$ cat src/rtl/proj_lane_ctrl_if.sv
// Report stream between the lane sequencer and the status/debug consumer.
// Each transfer carries one {lane index[7:0], error snapshot[EW-1:0]} record.
interface proj_lane_ctrl_if #(
    parameter int EW = 8
);
    logic [8+EW-1:0] rptdata;
    logic            rptvld;
    logic            rptrdy;

    modport master (output rptdata, output rptvld, input rptrdy);
    modport slave  (input rptdata, input rptvld, output rptrdy);
endinterface

$ cat src/rtl/proj_lane_ctrl.sv
// Test sequencer for N generator->afifo->checker lanes.
// The sequencer runs all lanes for RUNCYC cycles, drains them for DRNCYC cycles,
// snapshots each lane's error counter, reports one record per lane and flags pass/fail.
// Optional feature macro: PROJ_LANE_CTRL_SKIPCLEAN_EN -- report only lanes that
// flagged an error, searching one lane per cycle.

// Per-lane sticky error flag and error-count snapshot.
module proj_lane_ctrl_lane #(
    parameter int EW = 8
) (
    input  logic          clk,
    input  logic          rst,
    input  logic          clr,
    input  logic          upd,
    input  logic          cap,
    input  logic          flg,
    input  logic [EW-1:0] cnt,
    output logic          stk_nxt,
    output logic [EW-1:0] snap_nxt
);
    logic          stk_q;
    logic [EW-1:0] snap_q;

    // Clear wins over set so every test starts clean; next values are exported
    // so the sequencer can decide on the same edge the last flag arrives.
    always_comb begin
        stk_nxt  = clr ? 1'b0 : (stk_q | (upd & flg));
        snap_nxt = cap ? cnt : snap_q;
    end

    // Lane state registers.
    always_ff @(posedge clk or negedge rst) begin
        if (!rst) begin
            stk_q  <= 1'b0;
            snap_q <= '0;
        end else begin
            stk_q  <= stk_nxt;
            snap_q <= snap_nxt;
        end
    end
endmodule

module proj_lane_ctrl #(
    parameter int          N      = 4,
    parameter int          EW     = 8,
    parameter int          TW     = 16,
    parameter int          RUNCYC = 1000,
    parameter int          DRNCYC = 64,
    parameter logic [63:0] ID     = "LANECTRL"
) (
    input  logic                clk,
    input  logic                rst,
    input  logic                start,
    input  logic                abort,
    input  logic [N*EW-1:0]     errcntr,
    input  logic [N-1:0]        errflg,
    output logic [N-1:0]        run,
    output logic                busy,
    output logic                done,
    output logic                pass,
    proj_lane_ctrl_if.master    rpt
);
    localparam int              PW     = $clog2(N + 1);
    localparam logic [TW-1:0]   RUN_LD = TW'(RUNCYC - 1);
    localparam logic [TW-1:0]   DRN_LD = TW'(DRNCYC - 1);
    localparam logic [PW-1:0]   LAST   = PW'(N - 1);

    // Elaboration-time parameter sanity.
    if (N < 1 || N > 255) begin : g_chk_n
        $error("proj_lane_ctrl: N must be 1..255");
    end
    if (RUNCYC < 1 || RUNCYC > (2**TW) - 1) begin : g_chk_run
        $error("proj_lane_ctrl: RUNCYC out of range");
    end
    if (DRNCYC < 1 || DRNCYC > (2**TW) - 1) begin : g_chk_drn
        $error("proj_lane_ctrl: DRNCYC out of range");
    end
    if (ID == '0) begin : g_chk_id
        $error("proj_lane_ctrl: ID must be non-empty");
    end

    typedef enum logic [2:0] {
        S_IDLE,
        S_RUN,
        S_DRAIN,
        S_REPORT,
        S_DONE
    } state_t;

    state_t              state, state_n;
    logic [TW-1:0]       tmr, tmr_n;
    logic [PW-1:0]       ptr, ptr_n;
    logic                clr, upd, cap, adv;
    logic [N-1:0]        stk_nxt;
    logic [N-1:0][EW-1:0] snap_nxt;
    logic [EW-1:0]       rsel;
`ifdef PROJ_LANE_CTRL_SKIPCLEAN_EN
    logic                fsel;
`endif

    logic [N-1:0]        run_q;
    logic                busy_q, done_q, pass_q, rptvld_q;
    logic [8+EW-1:0]     rptdata_q;
    logic [N-1:0]        run_n;
    logic                busy_n, done_n, pass_n, rptvld_n;
    logic [8+EW-1:0]     rptdata_n;

    for (genvar i = 0; i < N; i++) begin : g_lane
        proj_lane_ctrl_lane #(.EW(EW)) u_lane (
            .clk      (clk),
            .rst      (rst),
            .clr      (clr),
            .upd      (upd),
            .cap      (cap),
            .flg      (errflg[i]),
            .cnt      (errcntr[i*EW +: EW]),
            .stk_nxt  (stk_nxt[i]),
            .snap_nxt (snap_nxt[i])
        );
    end

    // Next-state, timer, pointer and lane-control decode.
    always_comb begin
        state_n = state;
        tmr_n   = tmr;
        ptr_n   = ptr;
        adv     = 1'b0;
        clr     = ((state == S_IDLE) || (state == S_DONE)) && start;
        upd     = (state == S_RUN) || (state == S_DRAIN);
        cap     = (state == S_DRAIN) && (tmr == '0);
        case (state)
            S_IDLE, S_DONE: begin
                if (start) begin
                    state_n = S_RUN;
                    tmr_n   = RUN_LD;
                end
            end
            S_RUN: begin
                if ((tmr == '0) || abort) begin
                    state_n = S_DRAIN;
                    tmr_n   = DRN_LD;
                end else begin
                    tmr_n = tmr - TW'(1);
                end
            end
            S_DRAIN: begin
                if (tmr == '0) begin
                    ptr_n = '0;
`ifdef PROJ_LANE_CTRL_SKIPCLEAN_EN
                    state_n = (|stk_nxt) ? S_REPORT : S_DONE;
`else
                    state_n = S_REPORT;
`endif
                end else begin
                    tmr_n = tmr - TW'(1);
                end
            end
            S_REPORT: begin
`ifdef PROJ_LANE_CTRL_SKIPCLEAN_EN
                // A clean lane is passed over without a record.
                adv = rptvld_q ? rpt.rptrdy : 1'b1;
`else
                adv = rpt.rptrdy;
`endif
                if (adv) begin
                    if (ptr == LAST) state_n = S_DONE;
                    else             ptr_n   = ptr + PW'(1);
                end
            end
            default: state_n = S_IDLE;
        endcase
    end

    // Registered-output decode from the next state, so outputs track state exactly.
    always_comb begin
        rsel = '0;
`ifdef PROJ_LANE_CTRL_SKIPCLEAN_EN
        fsel = 1'b0;
`endif
        for (int i = 0; i < N; i++) begin
            if (ptr_n == PW'(i)) begin
                rsel = snap_nxt[i];
`ifdef PROJ_LANE_CTRL_SKIPCLEAN_EN
                fsel = stk_nxt[i];
`endif
            end
        end
        run_n  = {N{state_n == S_RUN}};
        busy_n = (state_n == S_RUN) || (state_n == S_DRAIN) || (state_n == S_REPORT);
        done_n = (state_n == S_DONE);
        pass_n = (state_n == S_DONE) && ~(|stk_nxt);
`ifdef PROJ_LANE_CTRL_SKIPCLEAN_EN
        rptvld_n = (state_n == S_REPORT) && fsel;
`else
        rptvld_n = (state_n == S_REPORT);
`endif
        rptdata_n = (state_n == S_REPORT) ? {8'(ptr_n), rsel} : '0;
    end

    // FSM and datapath registers; reset drops run and rptvld immediately.
    always_ff @(posedge clk or negedge rst) begin
        if (!rst) begin
            state     <= S_IDLE;
            tmr       <= '0;
            ptr       <= '0;
            run_q     <= '0;
            busy_q    <= 1'b0;
            done_q    <= 1'b0;
            pass_q    <= 1'b0;
            rptvld_q  <= 1'b0;
            rptdata_q <= '0;
        end else begin
            state     <= state_n;
            tmr       <= tmr_n;
            ptr       <= ptr_n;
            run_q     <= run_n;
            busy_q    <= busy_n;
            done_q    <= done_n;
            pass_q    <= pass_n;
            rptvld_q  <= rptvld_n;
            rptdata_q <= rptdata_n;
        end
    end

    assign run         = run_q;
    assign busy        = busy_q;
    assign done        = done_q;
    assign pass        = pass_q;
    assign rpt.rptvld  = rptvld_q;
    assign rpt.rptdata = rptdata_q;
endmodule

$ cat src/flat_wrapper.sv
// flat-port wrapper written by rule: the top's interface ports become plain ports
module proj_lane_ctrl_flat 
#(
    parameter int          N      = 4,
    parameter int          EW     = 8,
    parameter int          TW     = 16,
    parameter int          RUNCYC = 1000,
    parameter int          DRNCYC = 64,
    parameter logic [63:0] ID     = "        "
)
  (clk, rst, start, abort, errcntr, errflg, run, busy, done, pass, rpt_rptdata, rpt_rptvld, rpt_rptrdy);
  proj_lane_ctrl_if #(.EW(EW)) rpt_i ();
  input  logic clk;
  input  logic rst;
  input  logic start;
  input  logic abort;
  input  logic [N*EW-1:0] errcntr;
  input  logic [N-1:0] errflg;
  output logic [N-1:0] run;
  output logic busy;
  output logic done;
  output logic pass;
  output wire logic [$bits(rpt_i.rptdata)-1:0] rpt_rptdata;
  output wire logic [$bits(rpt_i.rptvld)-1:0] rpt_rptvld;
  input wire logic [$bits(rpt_i.rptrdy)-1:0] rpt_rptrdy;
  assign rpt_rptdata = rpt_i.rptdata;
  assign rpt_rptvld = rpt_i.rptvld;
  assign rpt_i.rptrdy = rpt_rptrdy;
  proj_lane_ctrl #(.N(N), .EW(EW), .TW(TW), .RUNCYC(RUNCYC), .DRNCYC(DRNCYC), .ID(ID)) u_core (.clk(clk), .rst(rst), .start(start), .abort(abort), .errcntr(errcntr), .errflg(errflg), .run(run), .busy(busy), .done(done), .pass(pass), .rpt(rpt_i));
endmodule
$ cat config.mk
export PLATFORM = sky130hd
export DESIGN_NAME = proj_lane_ctrl_flat
export DESIGN_NICKNAME = d
export VERILOG_FILES = /design/src/rtl/proj_lane_ctrl_if.sv /design/src/rtl/proj_lane_ctrl.sv /design/src/flat_wrapper.sv
export SDC_FILE = /design/constraint.sdc
export NUM_CORES = 1
export LEC_CHECK = 0
export ABC_AREA = 1
export CORE_MARGIN = 4
export CORE_UTILIZATION = 57
export CTS_CLUSTER_SIZE = 10
export DETAILED_ROUTE_END_ITERATION = 7
export GPL_TIMING_DRIVEN = 0
export PLACE_DENSITY_LB_ADDON = 0.08
export SKIP_CTS_REPAIR_TIMING = 1
export SLEW_MARGIN = 10
export SYNTH_ARGS = -nofsm -noshare
export SYNTH_HDL_FRONTEND = slang
export SYNTH_SLANG_ARGS = --single-unit
$ cat constraint.sdc
create_clock -name clk -period 4.29 [get_ports clk]
set_clock_uncertainty 0.05 [all_clocks]
set_input_delay 0.858 -clock clk [delete_from_list [all_inputs] [get_ports clk]]
set_output_delay 0.858 -clock clk [all_outputs]
set_load 0.005 [all_outputs]
Word-level counts from Yosys, hierarchy flattened
Index checks and enable logic that the tools add are counted.
{"block": "totals", "reg_bits": 79, "in_bits": 41, "output_inout_bits": 24, "wordCells": 84}
{"block": "classes", "addsub": 2, "n_eq_ne": 14, "mux": 27, "n_bitwise": 9, "n_reduce_logical": 15}
{"op": "8-bit two-way mux", "n": 8}
{"op": "16-bit two-way mux", "n": 3}
{"op": "16-bit one-hot mux with 3 select lines", "n": 1}
{"op": "3-bit two-way mux", "n": 8}
{"op": "3-bit by 2-bit == test with 1-bit output (second input constant)", "n": 7}
{"op": "16-bit logical NOT", "n": 1}
{"op": "16-bit by 1-bit subtractor with 16-bit output (second input constant)", "n": 1}
{"op": "3-bit one-hot mux with 4 select lines", "n": 1}
{"op": "11-bit two-way mux", "n": 1}
{"op": "3-bit by 1-bit == test with 1-bit output (second input constant)", "n": 3}
{"op": "3-bit == test (second input constant)", "n": 2}
{"op": "3-bit logical NOT", "n": 2}
{"op": "3-bit one-hot mux with 2 select lines", "n": 1}
{"op": "1-bit logical OR", "n": 5}
{"op": "1-bit AND", "n": 4}
{"op": "1-bit two-way mux", "n": 4}
{"op": "2-bit inequality test (second input constant)", "n": 2}
{"op": "1-bit bitwise OR", "n": 4}
{"op": "4-bit OR reduction", "n": 1}
{"op": "3-bit by 1-bit adder with 3-bit output (second input constant)", "n": 1}
{"op": "1-bit logical AND", "n": 3}
{"op": "3-bit AND reduction", "n": 1}
{"op": "3-bit nonzero test", "n": 1}
{"op": "2-bit OR reduction", "n": 1}
{"op": "1-bit inverter", "n": 1}

Logic depth before layout (Yosys ltp)
{"block": "depth", "ltp_word": 10, "depth_mapped": 14, "mapped_depth_nobuf": 13}

Modules after synthesis
A second synthesis with hierarchy kept.
{"block": "unflattened", "cells_unflattened": 450, "hier_area_um2": 3732.3}
{"mod": "proj_lane_ctrl", "instances": 1, "cells_per_inst": 302, "area_each_um2": 2336.0, "seq_area_each_um2": 950.9}
{"mod": "proj_lane_ctrl_lane", "instances": 4, "cells_per_inst": 37, "area_each_um2": 349.1, "seq_area_each_um2": 225.2}

Least setup slack after synthesis
No wires, ideal clock.
{"block": "synth_timing", "path_kind": "input-to-reg", "start": "in rpt_rptrdy", "end": "reg u_core.rptdata_q[2] (netlist: u_core.rpt.rptdata[2])", "setup_ps": 77, "arrival_time_ps": 1785, "required_time_ps": 4163, "path_slack_ps": 2378, "path_stages": 9, "n_path_buf": 1, "cell_sequence": "nand2_1 -> o21bai_2 -> nand2_1 -> nor2_4 -> buf_4 -> nand2_1 -> nand2_1 -> nand2_1 -> a21oi_1"}
{"block": "synth_between", "elab_chain_cells": 8, "elab_cells_between_ends": 14, "classes_between": "eq/ne (4); mux (9); reduce/logical (1)"}
{"element": "start: declaration", "line_no": "flat_wrapper.sv:25", "text": "input wire logic [$bits(rpt_i.rptrdy)-1:0] rpt_rptrdy;"}
{"element": "3-bit two-way mux *", "line_no": "proj_lane_ctrl.sv:165", "text": "if (adv) begin"}
{"element": "3-bit one-hot mux with 2 select lines *", "line_no": "proj_lane_ctrl.sv:131", "text": "case (state)"}
{"element": "named net u_core.ptr_n[0]", "line_no": "proj_lane_ctrl.sv:92", "text": "logic [PW-1:0] ptr, ptr_n;"}
{"element": "3-bit logical NOT", "line_no": "proj_lane_ctrl.sv:181", "text": "if (ptr_n == PW'(i)) begin"}
{"element": "8-bit two-way mux (3 in a row)", "line_no": "proj_lane_ctrl.sv:181"}
{"element": "8-bit two-way mux *", "line_no": "proj_lane_ctrl.sv:181"}
{"element": "11-bit two-way mux *", "line_no": "proj_lane_ctrl.sv:197", "text": "rptdata_n = (state_n == S_REPORT) ? {8'(ptr_n), rsel} : '0;"}
{"element": "named net u_core.rptdata_n[2]", "line_no": "proj_lane_ctrl.sv:106", "text": "logic [8+EW-1:0] rptdata_n;"}
{"element": "end signal: assignment", "line_no": "proj_lane_ctrl.sv:221", "text": "rptdata_q <= rptdata_n;"}
{"element": "end: declaration", "line_no": "proj_lane_ctrl.sv:103", "text": "logic [8+EW-1:0] rptdata_q;"}
The timed path passes the listed nets; every way through them passes the cells marked *.
A chain may end at the register's enable or synchronous reset.

Final worst setup path
{"block": "layout_timing", "start": "in rpt_rptrdy", "end": "reg u_core.rptdata_q[0] (netlist: u_core.rpt.rptdata[0])"}
{"block": "layout_between", "elab_chain_cells": 8, "elab_cells_between_ends": 14, "classes_between": "eq/ne (4); mux (9); reduce/logical (1)"}
{"element": "3-bit two-way mux", "line_no": "proj_lane_ctrl.sv:165"}
{"element": "3-bit one-hot mux with 2 select lines", "line_no": "proj_lane_ctrl.sv:131"}
{"element": "3-bit logical NOT", "line_no": "proj_lane_ctrl.sv:181"}
{"element": "8-bit two-way mux (4 in a row)", "line_no": "proj_lane_ctrl.sv:181"}
{"element": "11-bit two-way mux *", "line_no": "proj_lane_ctrl.sv:197"}
{"element": "named net u_core.rptdata_n[0]", "line_no": "proj_lane_ctrl.sv:106"}
Marks and branches as above.

==> out/results.ini <==
[status]
status = complete, no violations

[critical_path]
critPathLaunchType = input pin
crit_arrival_ps = 2620
r2r_cells = 12
path_max_fanout = 9
path_class = in2reg
cp.required_ps = 4480
cp-end-kind = flip-flop

[routing]
wirelength_um = 8580
drc = 0
drt_pre_antenna_iters = 4
drt.antenna.violating_nets = 0
viasPerCell = 5.01
vias = 3304
drt_iter0_drc = 181
wire_per_inst_um = 13.0

[clocking]
clk_path_buf_depth = 2
path_clk_slew_ps = 80
cts_buffers = 9
cts_sinks = 74
clockRootBuffer = clkbuf_8
cts_tree = yes
clock_latency_ps = 340
htreeDepth = 3

[die]
start_util_pct = 59.6
rows = 29
io_pins = 65
die_height_um = 89.9
dieArea_um2 = 8080
coreArea_um2 = 6420
die_w_um = 89.9

[place]
gp_congestion = 0.854
dpl.hpwl_um = 6170
pre_cts_ws_ps = 1560
io_buffer_count = 59
place_area_um2 = 4540

[synth]
synth-simple-area-share_pct = 30.6
muxShareOfSynthArea_pct = 0
avgSynthCellArea_um2 = 7.60
syn-cell-area_um2 = 3820
ys_seq_area_share_pct = 48.4
ys_types = 30
ys_seq_elements = 74
syn_inst = 503
synth-xor-area-share_pct = 1.83
synth-adder-area-share_pct = 0.654
yosysWarnings = 0
synth_compound_area_share_pct = 5.66
synth_top_family_by_area = simple AND/OR/NAND/NOR gates

[timing]
fin_ws_ps = 1860
fin_crit_ps = 2430
fin_tns_setup_ps = 0
finalHoldViolCount = 0
slew_violations = 0
min_period_over_period_pct = 56.6
max_freq_ghz = 0.412
rsz0062_at_grt = false
setup_viol = 0

[power]
power_mw = 2.54
ir_drop_v = 0.000320
power.density_nw_per_um2 = 531
p_leak_nw = 2.65

[global_route]
grt_overflow = 0
grt_pass1_vias = 3325
grt.total_usage_pct = 22.7
grt_max_degree = 42
grt_pass1_wl_um = 15000
antenna_found_initial = 0

[min_path]
hold_path_class = in2async

[cells_and_area]
areaGrowthSynthToFinish_pct = 25.0
final_area_um2 = 4780
utilization_pct = 74.5
drive_above_1_share_pct = 11.0
final_nets = 621
antenna_cells_inserted = 0

[run]
cap_viol_max_count = 0

-- per-stage QoR --
stage / hold slack (ps) / std cells
after floorplan: 388 / 507
after global placement: 402 / 643
after detailed placement: 411 / 644
after CTS: 412 / 660
after global routing: 415 / 660
final: 407 / 660
-- kinds of logic after synthesis --
| kind of cell | Yosys count |
|---|---|
| and+or+nand+nor | 269 |
| DFF | 74 |
| adders and majority gates | 2 |
| xor gates and xnor gates | 8 |
| buffers and inverters | 108 |
| AOI/OAI and AO/OA | 41 |
| other | 1 |
-- registers in the layout, summed over array words and instances, names as in the netlist --
name,count
u_core.run,1
u_core.tmr,16
u_core.rpt.rptdata,11
u_core.state,3
u_core.ptr,3
u_core.rpt.rptvld,1
u_core.g_lane.u_lane.snap_q,32
u_core.g_lane.u_lane.stk_q,4
u_core.pass,1
u_core.busy,1
u_core.done,1
-- synth_stat cells --
cell type	n	share of area (%)
o21ai_1	7	0.92
nand3_2	3	0.79
nand3_1	13	1.7
nand2_1	164	16
xnor2_1	1	0.23
a31oi_1	1	0.16
nand4_1	22	3.6
nor3_2	1	0.26
o21ai_0	13	1.7
nor2_2	8	1.3
conb_1	1	0.098
inv_1	84	8.2
nand2_2	5	0.82
nand2_4	1	0.29
a21oi_1	18	2.4
buf_4	14	2.7
o21ai_2	1	0.23
nand3b_1	1	0.20
buf_6	3	0.88
and3_1	1	0.16
buf_2	5	0.65
o21bai_2	1	0.29
nor3_1	1	0.13
dfrtp_1	74	48
nor2_4	2	0.59
xor2_1	7	1.6
nor4_1	1	0.16
inv_2	2	0.20
ha_1	2	0.65
nor2_1	46	4.5
-- cells in the final DEF (no fill, tap or decap), types with 2 or more instances in the layout --
cell type and n:
a21oi_1 18, buf_2 5, buf_4 15, buf_6 3, bufinv_16 2, clkbuf_8 12, clkdlybuf4s50_1 58, conb_1 5
dfrtp_1 74, ha_1 2, inv_1 84, inv_2 2, nand2_1 164, nand2_2 5, nand3_1 13, nand3_2 3
nand4_1 22, nor2_1 46, nor2_2 8, nor2_4 2, o21ai_0 13, o21ai_1 7, xor2_1 7
-- final timing paths --
path	slack, ps	from	to
setup / recovery	1860	rpt_rptrdy	u_core.rpt.rptdata[0]
hold / removal	410	rst	u_core.tmr[7]
setup reg to reg	2180	u_core.tmr[0]	u_core.rpt.rptdata[0]
hold reg to reg	420	u_core.g_lane[0].u_lane.snap_q[2]	u_core.g_lane[0].u_lane.snap_q[2]
max in group asynchronous	3220	rst	u_core.rpt.rptdata[8]
min in group clk	420	u_core.g_lane[0].u_lane.snap_q[2]	u_core.g_lane[0].u_lane.snap_q[2]
-- critical path: stages --
cell and delay, ps:
clkdlybuf4s50_1 530, nand2_1 140, o21bai_2 170, nand2_1 110, nor2_4 240, nand3_1 220, nor2_1 160, nor2_1 70
nand2_1 80, inv_1 40
-- metal layers --
metal / routed length, um / vias up / track usage [%]
li1: - / 1670 / -
met1: 3840 / 1534 / 28.8
met2: 4230 / 87 / 38.2
met3: 409 / 13 / 6.18
met4: 106 / 0 / 6.76
met5: 0 / - / 0
-- final cells by class --
class,count,area [um^2]
plain buffers,22,164
clock buffers,12,165
clock inverters,4,72.6
fillers,487,1640
inverters,86,323
multi-input cells,325,1500
flip-flops and latches,74,1850
well taps,77,96.3
repair buffers,60,608
-- report_power, final --
group,switching (mW),leakage [nW],total (mW),internal [mW]
registers,0.0644,0.893,0.874,0.809
logic,0.639,1.64,1.04,0.403
clock network,0.249,0.119,0.624,0.374
(Power assumes the default switching activity.)
==> RTL change: new RTL, same settings <==
`rptdata_q` no longer has a reset.
--- a/src/rtl/proj_lane_ctrl.sv
+++ b/src/rtl/proj_lane_ctrl.sv
@@ -208,7 +208,6 @@
             done_q    <= 1'b0;
             pass_q    <= 1'b0;
             rptvld_q  <= 1'b0;
-            rptdata_q <= '0;
         end else begin
             state     <= state_n;
             tmr       <= tmr_n;
@@ -218,8 +217,11 @@
             done_q    <= done_n;
             pass_q    <= pass_n;
             rptvld_q  <= rptvld_n;
-            rptdata_q <= rptdata_n;
         end
+    end
+
+    always_ff @(posedge clk) begin
+        rptdata_q <= rptdata_n;
     end
 
     assign run         = run_q;
Function: no difference found for any inputs over 10 cycles, from zero or initial values and one cycle with rst low; that may be too few to reach the edited logic, so the function may still have changed.
==> RTL change against the original RTL <==
Cell count fell by 10%. Final area decreased by 4.8%. Count of clock-buffer cells in the layout unchanged. Area after synthesis is 4.5% lower. Clock power is 12% lower. Die area down 4.1%. Global-route usage fell by 0.23 points. Synthesized cell count down 13%. Power increased by 3.0%. Sequential cell count unchanged. Via count down 7.9%. Setup slack improved by 58 ps. Wire length fell by 8.1%. Largest cell class unchanged. Largest power group unchanged. Highest routed layer unchanged.
==> RTL change: results <==
[outcome]
outcome = finished clean

[yosys]
yosys-top-cells-count = 136 x nand2_1, 63 x dfrtp_1, 44 x nor2_1
ys_top_cells_by_area = dfrtp_1 43%, nand2_1 14%, dfxtp_1 6.0%, nor2_1 4.5%, nand3_1 3.7%
yosysSeqAreaShare = 0.492
async_reset_ff_frac = 0.851
yosys_warnings = 0
synth_cell_types = 41

[worst_setup_path]
cp_slowest_cell = clkdlybuf4s50_1
slowest_delay_ps = 520
crit_path_start = rpt_rptrdy
timing.rr.start = u_core.tmr[0]$_DFFE_PN0P_
critPathTopFamily = buffers and inverters
r2r_setup_slack_ps = 2090
r2r_cells = 11
endpoint = u_core.rpt.rptdata[2]$_SDFF_PN0_
cp_max_fo = 10
arrival_ps = 2580
timing.rr.end = u_core.rpt.rptdata[2]$_SDFF_PN0_

[final_layout]
antennaDiodeCount = 0
largest_register = u_core.g_lane.u_lane.snap_q
drive_above_1_share = 0.135
largest_reg_flops = 32
nets = 558

[sta]
fin_crit_ps = 2370
slew_headroom = 0.477

[clock_tree]
clkTransAtPathRegs_ps = 70
cts-htree-levels = 3
root_buffer = clkbuf_8
clkLatencyLatePin_ps = 340
clockBufferDepth = 2
tritoncts.num_buffers = 9

[power_and_ir_drop]
power.leakage_nw = 2.18
ir_worst_vdd_v = 0.000376

[global_route]
grt_pass1_vias = 3034
grt_max_degree = 64
grt_usage = 0.225
grt_pass1_wl_mm = 13.4

[routing]
viasPerCell = 5.12
first_pass_iters = 4
avgRoutedWirePerCell_microns = 13.3
drt_iter0_markers = 146

[min_path]
hold_depth = 2
holdCritPathClass = reg2reg

[placed_design]
place_ws_ps = 1610
dp_hpwl_mm = 5.84
io_buffer_count = 59
dpl-instance-area_sq_mm = 0.00435
routabilityCongestion = 0.951
==> RTL change: changes by cell type after synthesis, moves of 4 or more <==
cell | unedited run | this run
nand3_1 | 13 | 27
inv_2 | 2 | 9
dfxtp_1 | 0 | 11
inv_1 | 84 | 35
nand2_1 | 164 | 136
o21ai_0 | 13 | 8
and2_1 | 0 | 7
nand2_4 | 1 | 5
nand4_1 | 22 | 5
buf_4 | 14 | 9
nor2_2 | 8 | 3
dfrtp_1 | 74 | 63
==> RTL change: power by group <==
group          total [W]  leakage (nW)  internal (W)  switching [W]
registers       0.000893         0.747      0.000821      0.0000713
clock network   0.000549        0.0986      0.000300       0.000250
logic            0.00117          1.34      0.000471       0.000702
==> RTL change: layer usage <==
metal / vias up / share of wire / global-route usage
met3: 13 / 0.047 / 0.0376
li1: 1532 / - / -
met4: 0 / 0.021 / 0.100
met5: - / 0 / 0
met2: 95 / 0.51 / 0.393
met1: 1404 / 0.42 / 0.272
==> RTL change: layout make-up <==
type                       count  area, sq um
buffer                        16          120
clock buffer                  12          155
clock inverter                 4         50.0
fill                         468         1510
inverter                      46          174
multi-input combinational    308         1580
sequential                    74         1800
tap                           75         93.8
timing repair buffer          59          588
==> RTL change: stage by stage <==
step	total power, W	instances	utilization	hold WS, ps
after floorplan	0.00169	444	-	390
after global placement	0.00204	578	0.718	405
after detailed placement	0.00207	578	0.718	408
after CTS	0.00263	594	0.751	428
after global routing	0.00281	594	0.751	446
final	0.00262	594	0.751	428
==> RTL change: cells by family after synthesis <==
kind of cell	count (synthesis)	synth area share
compound gates	41	0.0651
fa+ha+maj	3	0.0103
buf+inv	62	0.0805
xor+xnor	5	0.0120
other cells	1	0.00103
simple gates	254	0.339
flops	74	0.492
==> RTL change: worst min path at each step <==
stage	end	slack (ps)	start
3_3_place_gp	u_core.g_lane[3].u_lane.snap_q[1]$_DFF_PN0_	400	u_core.g_lane[3].u_lane.snap_q[1]$_DFF_PN0_
4_1_cts	u_core.g_lane[3].u_lane.snap_q[1]$_DFF_PN0_	430	u_core.g_lane[3].u_lane.snap_q[1]$_DFF_PN0_
5_1_grt	u_core.g_lane[1].u_lane.snap_q[7]$_DFF_PN0_	450	u_core.g_lane[1].u_lane.snap_q[7]$_DFF_PN0_
6_report	u_core.g_lane[3].u_lane.snap_q[1]$_DFF_PN0_	430	u_core.g_lane[3].u_lane.snap_q[1]$_DFF_PN0_
3_5_place_dp	u_core.g_lane[3].u_lane.snap_q[1]$_DFF_PN0_	410	u_core.g_lane[3].u_lane.snap_q[1]$_DFF_PN0_
2_1_floorplan	u_core.g_lane[3].u_lane.snap_q[1]$_DFF_PN0_	390	u_core.g_lane[3].u_lane.snap_q[1]$_DFF_PN0_
